<file path="src/rtl/cnn_layer_accel_weight_seq_ctrl.sv">
// rtl/cnn_layer_accel_weight_seq_ctrl.sv - weight-sequence table walker producing weight-RAM address pairs
module cnn_layer_accel_weight_seq_ctrl #(
    parameter int NUM_WHT_SEQ_VALUES = 5,
    parameter int WHT_SEQ_WIDTH      = 4,
    parameter int WHT_ADDR_WIDTH     = 12,
    parameter int KRNL_CNT_WIDTH     = 8,
    parameter int KRNL_STRIDE        = 10
) (
    input  logic                                  clk,
    input  logic                                  rst,
    input  logic                                  start,
    input  logic [KRNL_CNT_WIDTH-1:0]             num_kernels,
    output logic                                  busy,
    output logic                                  done,
    output logic [$clog2(NUM_WHT_SEQ_VALUES)-1:0] seq_rdAddr,
    output logic                                  seq_rden,
    input  logic [WHT_SEQ_WIDTH-1:0]              seq_dout0,
    input  logic [WHT_SEQ_WIDTH-1:0]              seq_dout1,
    output logic [WHT_ADDR_WIDTH-1:0]             wht_addr0,
    output logic [WHT_ADDR_WIDTH-1:0]             wht_addr1,
    output logic                                  wht_valid,
    input  logic                                  wht_ready,
    output logic                                  wht_last
);

    localparam int IDX_W = $clog2(NUM_WHT_SEQ_VALUES);

    localparam logic [1:0] ST_IDLE  = 2'd0;
    localparam logic [1:0] ST_RUN   = 2'd1;
    localparam logic [1:0] ST_DRAIN = 2'd2;

    logic [1:0]                state;
    logic [KRNL_CNT_WIDTH-1:0] krnl_cnt;
    logic [KRNL_CNT_WIDTH-1:0] kernel_idx;   // kernel of the outstanding issue
    logic [WHT_ADDR_WIDTH-1:0] base;         // base address of the outstanding issue
    logic                      prev_vld;     // an index was issued last cycle
    logic [IDX_W-1:0]          prev_idx;     // index issued last cycle

    logic             capture;
    logic             at_end;
    logic             last_kernel;
    logic             last_cap;
    logic             wrap;
    logic             issue;
    logic [IDX_W-1:0] issue_idx;
    logic             accept;

    assign busy   = (state != ST_IDLE);
    assign accept = (state == ST_IDLE) && start && (num_kernels != '0);

    // Decide this cycle's capture of table data and the index to issue next
    always_comb begin
        capture     = prev_vld && (!wht_valid || wht_ready);
        at_end      = (prev_idx == IDX_W'(NUM_WHT_SEQ_VALUES - 1));
        last_kernel = (kernel_idx == krnl_cnt - KRNL_CNT_WIDTH'(1));
        last_cap    = capture && at_end && last_kernel;
        wrap        = capture && at_end && !last_kernel;
        issue       = (state == ST_RUN) && !last_cap;
        issue_idx   = '0;
        if (prev_vld) begin
            if (capture) begin
                issue_idx = at_end ? '0 : prev_idx + IDX_W'(1);
            end else begin
                issue_idx = prev_idx;
            end
        end
        seq_rdAddr = issue ? issue_idx : '0;
        seq_rden   = issue && capture && !at_end;
    end

    // Run-level FSM, kernel/base tracking and issue history
    always_ff @(posedge clk) begin
        if (rst) begin
            state      <= ST_IDLE;
            done       <= 1'b0;
            krnl_cnt   <= '0;
            kernel_idx <= '0;
            base       <= '0;
            prev_vld   <= 1'b0;
            prev_idx   <= '0;
        end else begin
            done <= 1'b0;
            case (state)
                ST_IDLE: begin
                    if (start) begin
                        if (num_kernels == '0) begin
                            done <= 1'b1;
                        end else begin
                            state    <= ST_RUN;
                            krnl_cnt <= num_kernels;
                        end
                    end
                end
                ST_RUN: begin
                    if (last_cap) begin
                        state <= ST_DRAIN;
                    end
                end
                ST_DRAIN: begin
                    if (wht_valid && wht_ready && wht_last) begin
                        state <= ST_IDLE;
                        done  <= 1'b1;
                    end
                end
                default: state <= ST_IDLE;
            endcase

            if (accept) begin
                kernel_idx <= '0;
                base       <= '0;
            end else if (wrap) begin
                kernel_idx <= kernel_idx + KRNL_CNT_WIDTH'(1);
                base       <= base + WHT_ADDR_WIDTH'(KRNL_STRIDE);
            end

            prev_vld <= issue;
            prev_idx <= issue ? issue_idx : '0;
        end
    end

    // Output pair register: load on capture, hold while stalled, empty on handshake
    always_ff @(posedge clk) begin
        if (rst) begin
            wht_valid <= 1'b0;
            wht_last  <= 1'b0;
            wht_addr0 <= '0;
            wht_addr1 <= '0;
        end else if (capture) begin
            wht_valid <= 1'b1;
            wht_last  <= last_cap;
            wht_addr0 <= base + WHT_ADDR_WIDTH'(seq_dout0);
            wht_addr1 <= base + WHT_ADDR_WIDTH'(seq_dout1);
        end else if (wht_ready) begin
            wht_valid <= 1'b0;
            wht_last  <= 1'b0;
        end
    end

endmodule

</file>
<file path="config.mk">
export PLATFORM = sky130hd
export DESIGN_NAME = cnn_layer_accel_weight_seq_ctrl
export DESIGN_NICKNAME = d
export VERILOG_FILES = /design/src/rtl/cnn_layer_accel_weight_seq_ctrl.sv
export SDC_FILE = /design/constraint.sdc
export NUM_CORES = 1
export LEC_CHECK = 0
export BUFFER_PORTS_ARGS = -buffer_cell sky130_fd_sc_hd__buf_2
export CAP_MARGIN = 20
export CORE_ASPECT_RATIO = 0.8
export CORE_UTILIZATION = 49
export CTS_BUF_LIST = sky130_fd_sc_hd__clkbuf_8
export CTS_CLUSTER_SIZE = 25
export DETAILED_ROUTE_END_ITERATION = 10
export PLACE_DENSITY = 0.71
export SLEW_MARGIN = 40
export SYNTH_ARGS = -nofsm -noshare
export SYNTH_HDL_FRONTEND = slang
export SYNTH_SLANG_ARGS = --single-unit
</file>
<file path="constraint.sdc">
create_clock -name clk -period 5.84 [get_ports clk]
set_clock_uncertainty 0.15 [all_clocks]
set_input_delay 0.584 -clock clk [delete_from_list [all_inputs] [get_ports clk]]
set_output_delay 0.584 -clock clk [all_outputs]
set_load 0.03 [all_outputs]
</file>
==> flow_summary.json, run 1 <==
{
  "post-place-ws_ps": 2680,
  "post-route-util_pct": 58.2,
  "power.leakage_nw": 1.46,
  "die_w_um": 92.7,
  "drive_above_1_share_pct": 21.0,
  "fin_crit_ps": 3580,
  "hold_violations": 0,
  "final_cell_area_sq_um": 3710,
  "maxSlewHeadroom_pct": 56.4,
  "tightest_slew_ps": 654,
  "clk_latency_ps": 340,
  "dpl_cell_area_sq_um": 3480,
  "h-tree-depth": 3,
  "synthArstFlopShare_pct": 0,
  "grt_start_max_net_pins": 47,
  "vias_per_cell": 5.33,
  "hold_ws_ps": 301,
  "synth_top_area_share_pct": 37.3,
  "setup_tns_ps": 0,
  "end_kind": "output port",
  "holdCritStartpoint": "wht_addr1[4]",
  "seq_area_frac_synth_pct": 37.3,
  "ir_drop_uv": 135,
  "fp-row-count": 26,
  "finalCritPeriodShare_pct": 61.3,
  "drt_first_pass_iters": 4,
  "die_area_sq_um": 6910,
  "clkTransAtPathRegs_ps": 70,
  "ys_types": 55,
  "track_usage_pct": 21.1,
  "synthCells": 384,
  "postLayoutSetupSlackWorst_ps": 2260,
  "diodes": 0,
  "synth_enable_flop_cells": 0,
  "drt-wirelength-per-cell_um": 13.1,
  "antenna_found_initial": 0,
  "syn_nets": 417,
  "ys_seq_elements": 60,
  "critPathLaunchType": "flop",
  "yosysWarningCount": 0,
  "dpl.cell_count": 496,
  "ctsHoldBuffers": 0,
  "setup_violations": 0,
  "clock_path_buffers": 2,
  "synth_common_cells": "dfxtp_1, nor2_1, nand2_1, a21oi_1, clkbuf_1",
  "synth_area_sq_um": 3220,
  "overflow": 0,
  "die_h_um": 74.5,
  "syn_to_final_growth_pct": 15.1,
  "start_util_pct": 50.5,
  "crit_start": "krnl_cnt[0]",
  "cts-root-buf": "clkbuf_8",
  "yosys.area.top_type": "dfxtp_1",
  "worstPathArrival_ps": 2840,
  "holdCritPathClass": "reg2reg",
  "synth_top_flop_cell": "dfxtp_1",
  "total_power_mw": 0.951,
  "grt_setup_unrepaired": "false",
  "r2r_start": "krnl_cnt[0]",
  "fin_nets": 456,
  "core_area_sq_um": 6380,
  "drv_slew": 0,
  "via_count": 2727,
  "fmax_ghz": 0.279,
  "pwr_density_cell_nw_per_um2": 256,
  "crit_required_ps": 5110,
  "postCtsSetupBuffers": 0,
  "dp.final_hpwl_um": 4780,
  "grt_pass1_vias": 2478,
  "crit_path_max_fanout": 8,
  "synth_area_leaders": "dfxtp_1, nor2_1, xnor2_1",
  "io_buffers": 51,
  "wl_um": 6710,
  "ant_nets": 0,
  "status": "finished clean",
  "post-synth-top-count-cell": "dfxtp_1",
  "gp_congestion": 0.806,
  "avgSynthCellArea_sq_um": 8.39,
  "final_cells": 512,
  "drv_cap": 0,
  "route.detailed.drc": 0,
  "ctsResizeCount": 0,
  "drtIter0Drc": 151,
  "critical_path_class": "reg2out",
  "cts_num_sinks": 60,
  "num_io_pins": 52,
  "cts-buffers-inserted": 9,
  "cts_tree": "yes",
  "grt_pass1_wl_um": 11300
}
-- kinds of logic (layout without fill, tap and decap cells) --
| group | Yosys count | in the layout | synth area share [%] |
|---|---|---|---|
| AOI/OAI and AO/OA | 83 | 83 | 18.3 |
| xor gates and xnor gates | 27 | 27 | 7.34 |
| adders and majority gates | 13 | 13 | 5.51 |
| buffers and inverters | 40 | 84 | 5.24 |
| DFF | 60 | 60 | 37.3 |
| muxes | 12 | 12 | 3.77 |
| and+or+nand+nor | 149 | 149 | 22.5 |
-- cell usage in the layout (no fill, tap or decap), drive strengths merged, types with 2 or more instances in the layout --
cell and count:
and2 3, a311oi 8, xor2 9, a31o 2, ha 11, mux2i 11, or2 5, nor4 2
clkbuf 13, xnor2 18, o21bai 2, a211oi 11, nor2 50, nor2b 5, nand3 7, inv 15
fa 2, a31oi 2, nor3 9, o311ai 2, buf 53, or3 12, a22oi 2, or4 2
nand2b 2, and3 2, dfxtp 60, o21ai 14, a21o 5, o221ai 2, nand4 6, a2111oi 2
a21oi 26, nand2 42
-- path summary, 6_finish.rpt --
path	end	slack (ps)	cells past startpoint
max	seq_rdAddr[2]	2260	10
min	wht_addr1[4]	300	2
max reg2reg	kernel_idx[3]	2980	9
min reg2reg	wht_addr1[4]	300	2
-- layout make-up --
class / count / area (sq um)
Sequential cell: 60 / 1200
Clock buffer: 13 / 179
Inverter: 15 / 56.3
Tap cell: 84 / 105
Timing Repair Buffer: 53 / 273
Fill cell: 594 / 2670
Multi-Input combinational cell: 284 / 1850
Clock inverter: 3 / 42.5
-- state kept, by name, summed over array words and instances, names as in the netlist --
signal,count
base,11
done,1
kernel_idx,8
krnl_cnt,8
prev_idx,3
prev_vld,1
state,2
wht_addr0,12
wht_addr1,12
wht_last,1
wht_valid,1
-- layer usage --
metal	part of all wire (%)	wire length [um]	GRT usage, %	up-vias
met5	0	0	0	-
met2	44	2970	32.4	64
li1	-	-	-	1421
met4	0.40	27	9.23	0
met1	50	3340	28.0	1240
met3	5.5	369	6.13	2
-- worst max-delay path, stage by stage (launching register included) --
cell and delay, ps:
dfxtp_1 460, inv_1 80, ha_1 310, xor2_1 180, nor2_1 100, a21oi_1 70, a2111oi_4 630, and2_4 280
a21o_2 180, nor2_1 50, buf_2 170
-- where the power goes --
group / switching [mW] / total (mW) / internal, mW
combinational: 0.0715 / 0.113 / 0.0415
sequential: 0.0107 / 0.433 / 0.422
clock: 0.162 / 0.405 / 0.243
Power figures use the tool's default switching activity.
==> inputs of run 2 (changes only) <==
PLACE_DENSITY = 0.73   (was 0.71)
clock period = 3.06 ns   (was 5.84 ns; I/O delays follow)
==> flow_summary.json, run 2 (synthesis results as in run 1) <==
{
  "drt-wirelength-per-cell_um": 13.2,
  "drv_cap": 0,
  "drive_above_1_share_pct": 22.5,
  "grt_setup_unrepaired": "false",
  "fin_nets": 461,
  "fp-row-count": 26,
  "final_common_cell": "dfxtp_1",
  "finalCritPeriodShare_pct": 94.5,
  "vias_per_cell": 5.38,
  "reg_top3": "wht_addr0: 12 flops, wht_addr1: 12 flops, base: 11 flops",
  "clock_path_buffers": 2,
  "internal-power_mw": 1.28,
  "setup_violations": 0,
  "worstPathArrival_ps": 2430,
  "grt_start_max_net_pins": 39,
  "cp_slowest_stage_delay_ps": 360,
  "clkTransAtPathRegs_ps": 70,
  "via_count": 2777,
  "start_util_pct": 50.5,
  "wl_um": 6790,
  "track_usage_pct": 21.0,
  "holdCritPathClass": "in2reg",
  "gp_congestion": 0.821,
  "overflow": 0,
  "cp_cell_sequence": "inv_1 -> ha_2 -> xor2_1 -> nor2_1 -> a21oi_1 -> a2111oi_4 -> buf_6 -> and2_4 -> a21o_2 -> nor2_1 -> buf_2",
  "num_io_pins": 52,
  "setup_tns_ps": 0,
  "critPathLaunchType": "flop",
  "ir_drop_uv": 300,
  "die_area_sq_um": 6910,
  "end_kind": "output port",
  "hold_violations": 0,
  "clkPwrFrac_pct": 39.9,
  "final_cell_mix": "dfxtp_1, buf_2, nor2_1",
  "maxSlewHeadroom_pct": 62.4,
  "grt_pass1_wl_um": 11400,
  "hold_ws_ps": 49.1,
  "die_h_um": 74.5,
  "fin_crit_ps": 2890,
  "crit_path_max_fanout": 8,
  "drtIter0Drc": 158,
  "cts_tree": "yes",
  "power.leakage_nw": 1.48,
  "combPwrFrac_pct": 12.6,
  "ant_nets": 0,
  "grt_pass1_vias": 2492,
  "fmax_ghz": 0.346,
  "tightest_slew_ps": 561,
  "die_w_um": 92.7,
  "dp.final_hpwl_um": 5010,
  "route.detailed.drc": 0,
  "status": "finished clean",
  "p_sw_mw": 0.468,
  "swShare_pct": 26.8,
  "antenna_found_initial": 0,
  "share_seq_of_total_power_pct": 47.5,
  "cts-root-buf": "clkbuf_8",
  "fill_cells": 622,
  "h-tree-depth": 3,
  "slowest_stage": "dfxtp_2",
  "core_area_sq_um": 6380,
  "drv_slew": 0,
  "cts-buffers-inserted": 9,
  "drt_first_pass_iters": 4,
  "cts_num_sinks": 60,
  "diodes": 0,
  "pwr_density_cell_nw_per_um2": 468,
  "io_buffers": 51,
  "critical_path_class": "reg2out",
  "clk_latency_ps": 340,
  "cp_common_cell": "nor2_1",
  "syn_to_final_growth_pct": 15.8,
  "ctsHoldBuffers": 0,
  "crit_required_ps": 2600
}
[run 2: cell types whose count changed in the layout (fill, tap and decap cells not counted), sizes merged]
cell | before | now
clkbuf | 13 | 10
clkinv | 1 | 3
buf | 53 | 58
[run 2: final cells by class]
type	count	area, sq um	area share, %
multi-input cells	284	1860	49.9
repair buffers	58	312	8.35
flip-flops and latches	60	1200	32.3
clock inverters	5	52.6	1.41
inverters	15	56.3	1.51
well taps	84	105	2.82
clock buffers	10	138	3.69
[run 2: power by group through the flow]
| stage | logic (mW) | registers, mW | clock network, mW |
|---|---|---|---|
| 6_report | 0.220 | 0.828 | 0.697 |
| 3_5_place_dp | 0.218 | 0.844 | 0 |
| 2_1_floorplan | 0.138 | 0.869 | 0 |
| 4_1_cts | 0.219 | 0.827 | 0.712 |
| 3_3_place_gp | 0.214 | 0.843 | 0 |
| 5_1_grt | 0.244 | 0.832 | 0.745 |
[run 2: path summary, 6_finish.rpt]
check	endpoint	slack (ps)	cells past startpoint	startpoint
worst max-delay path	seq_rdAddr[2]	170	11	krnl_cnt[0]
worst min-delay path	wht_addr0[0]	50	3	seq_dout0[0]
worst min register to register	wht_addr1[3]	300	2	wht_addr1[3]
worst max register to register	base[6]	470	12	krnl_cnt[0]
[run 2: timing repair]
item	CTS	global route
endpoints found under the setup margin	2	2
pin swaps	0	0
buffers inserted	0	2
gates resized for setup	1	4
[run 2: stage by stage]
step / util, % / worst slack [ps] / total power, mW / area [sq um] / instances
after CTS: 58.0 / 25.3 / 1.76 / 3700 / 514
after global placement: 55.0 / 412 / 1.06 / 3510 / 499
after floorplan: - / 348 / 1.01 / 3220 / 384
final: 58.5 / 170 / 1.74 / 3730 / 516
after detailed placement: 55.0 / 348 / 1.06 / 3510 / 499
after global routing: 58.5 / 22.8 / 1.82 / 3730 / 516
[run 2: metal layers]
layer,GRT usage [%],vias up,routed length [um]
met5,0,-,0
met4,8.21,0,68
met3,5.11,7,326
met2,32.8,63,3060
met1,28.4,1275,3340
li1,-,1432,-
[run 2: worst max-delay path: cells and delay by family, from the launching register on]
| family | cells | cell delay, ps |
|---|---|---|
| compound gates | 3 | 570 |
| xor+xnor | 1 | 170 |
| fa+ha+maj | 1 | 270 |
| buf+inv | 3 | 400 |
| flops | 1 | 360 |
| simple gates | 3 | 320 |
==> inputs of run 3 (changes only) <==
CORE_ASPECT_RATIO = unset   (was 0.8)
==> flow_summary.json, run 3 (synthesis results as in run 1) <==
{
  "status": "finished clean",
  "syn_to_final_growth_pct": 14.1,
  "die_h_um": 83.1,
  "pwr_density_cell_nw_per_um2": 455,
  "worstPathArrival_ps": 2440,
  "drtIter0Drc": 126,
  "die_area_sq_um": 6900,
  "final_cells": 507,
  "crit_required_ps": 2600,
  "h-tree-depth": 3,
  "die_w_um": 83.1,
  "io_buffers": 51,
  "diodes": 0,
  "multi_input_area_sq_um": 1860,
  "clkTransAtPathRegs_ps": 70,
  "hold_violations": 0,
  "power.leakage_nw": 1.46,
  "vias_per_cell": 5.44,
  "crit_path_max_fanout": 6,
  "total_power_mw": 1.67,
  "cts-buffers-inserted": 9,
  "clock_path_buffers": 2,
  "antenna_found_initial": 0,
  "critical_path_class": "reg2out",
  "cp_cell_sequence": "inv_1 -> ha_2 -> xor2_1 -> nand3_1 -> a2111oi_4 -> and2_4 -> a21o_2 -> nor2_1 -> buf_2",
  "maxSlewHeadroom_pct": 66.5,
  "final_cell_mix": "dfxtp_1, nor2_1, buf_2",
  "cts-root-buf": "clkbuf_8",
  "grt_start_max_net_pins": 47,
  "drv_slew": 0,
  "tightest_slew_ps": 501,
  "holdCritPathClass": "in2reg",
  "post-place-ws_ps": 283,
  "setup_violations": 0,
  "overflow": 0,
  "fp-row-count": 29,
  "ctsHoldBuffers": 0,
  "drt_first_pass_iters": 5,
  "fmax_ghz": 0.346,
  "cts_tree": "yes",
  "ir_drop_uv": 284,
  "critPathLaunchType": "flop",
  "fin_nets": 458,
  "ant_nets": 0,
  "wl_um": 6740,
  "fin_crit_ps": 2890,
  "seqCellArea_sq_um": 1200,
  "dp.final_hpwl_um": 4780,
  "core_area_sq_um": 6350,
  "route.detailed.drc": 0,
  "end_kind": "output port",
  "finalCritPeriodShare_pct": 94.5,
  "setup_tns_ps": 0,
  "reg_top3": "wht_addr0: 12 flops, wht_addr1: 12 flops, base: 11 flops",
  "via_count": 2758,
  "num_io_pins": 52,
  "cp_slowest_stage_delay_ps": 420,
  "start_util_pct": 50.7,
  "grt_setup_unrepaired": "false",
  "track_usage_pct": 20.5,
  "fill_cells": 600,
  "grt_pass1_wl_um": 11400,
  "cts_num_sinks": 60,
  "final_common_cell": "dfxtp_1",
  "clk_latency_ps": 340,
  "drv_cap": 0,
  "grt_pass1_vias": 2534,
  "gp_congestion": 0.865,
  "postLayoutSetupSlackWorst_ps": 169,
  "dpl.cell_count": 490,
  "slowest_stage": "dfxtp_1",
  "drive_above_1_share_pct": 21.6,
  "drt-wirelength-per-cell_um": 13.3
}
## run 3: cell types whose count changed in the layout (fill, tap and decap cells not counted)
cell / previous run / this run
clkinv_2: 3 / 4
buf_2: 51 / 50
buf_4: 6 / 5
dfxtp_1: 58 / 59
bufinv_16: 1 / 0
dfxtp_2: 2 / 1
inv_1: 15 / 16
buf_6: 1 / 0
## run 3: per-stage QoR
| stage | util [%] | instance area, sq um | hold slack, ps |
|---|---|---|---|
| floorplan | - | 3220 | 283 |
| global placement | 54.9 | 3480 | 289 |
| detailed placement | 54.9 | 3480 | 298 |
| CTS | 57.5 | 3650 | 35.7 |
| global route | 57.9 | 3670 | 57.3 |
| finish | 57.9 | 3670 | 48.0 |
## run 3: cell type report
type | instances | area share, %
repair buffers | 55 | 7.83
well taps | 77 | 2.62
multi-input cells | 284 | 50.7
flip-flops and latches | 60 | 32.7
inverters | 15 | 1.53
clock inverters | 6 | 0.851
clock buffers | 10 | 3.75
## run 3: worst paths after layout
check,startpoint,to,slack (ps),cells past startpoint
hold reg to reg,wht_addr0[9],wht_addr0[9],300,2
hold / removal,seq_dout1[0],wht_addr1[0],50,3
setup / recovery,krnl_cnt[1],seq_rdAddr[2],170,9
setup reg to reg,krnl_cnt[0],kernel_idx[3],420,10
## run 3: critical path, delay by kind of cell (launching register included)
kind / cells / cell delay (ps)
AOI/OAI and AO/OA: 2 / 520
and+or+nand+nor: 3 / 430
DFF: 1 / 420
adders and majority gates: 1 / 330
buffers and inverters: 2 / 250
xor gates and xnor gates: 1 / 150
## run 3: timing repair
action,4_1_cts,5_1_grt
setup buffers,0,1
gates resized for setup,0,3
endpoints found under the setup margin,0,2
## run 3: report_power, final
group	internal, mW	total (mW)	leakage [nW]	switching, mW
Clock	0.307	0.619	0.0930	0.313
Sequential	0.806	0.828	0.488	0.0224
Combinational	0.0852	0.224	0.878	0.139
Total	1.20	1.67	1.46	0.475
## run 3: metal layers
metal	vias to the layer above	GRT usage (%)	routed length, um	part of all wire [%]
li1	1427	-	-	-
met2	55	33.5	3230	48
met5	-	0	0	0
met1	1267	25.5	3170	47
met3	9	4.37	250	3.7
met4	0	10.3	87	1.3
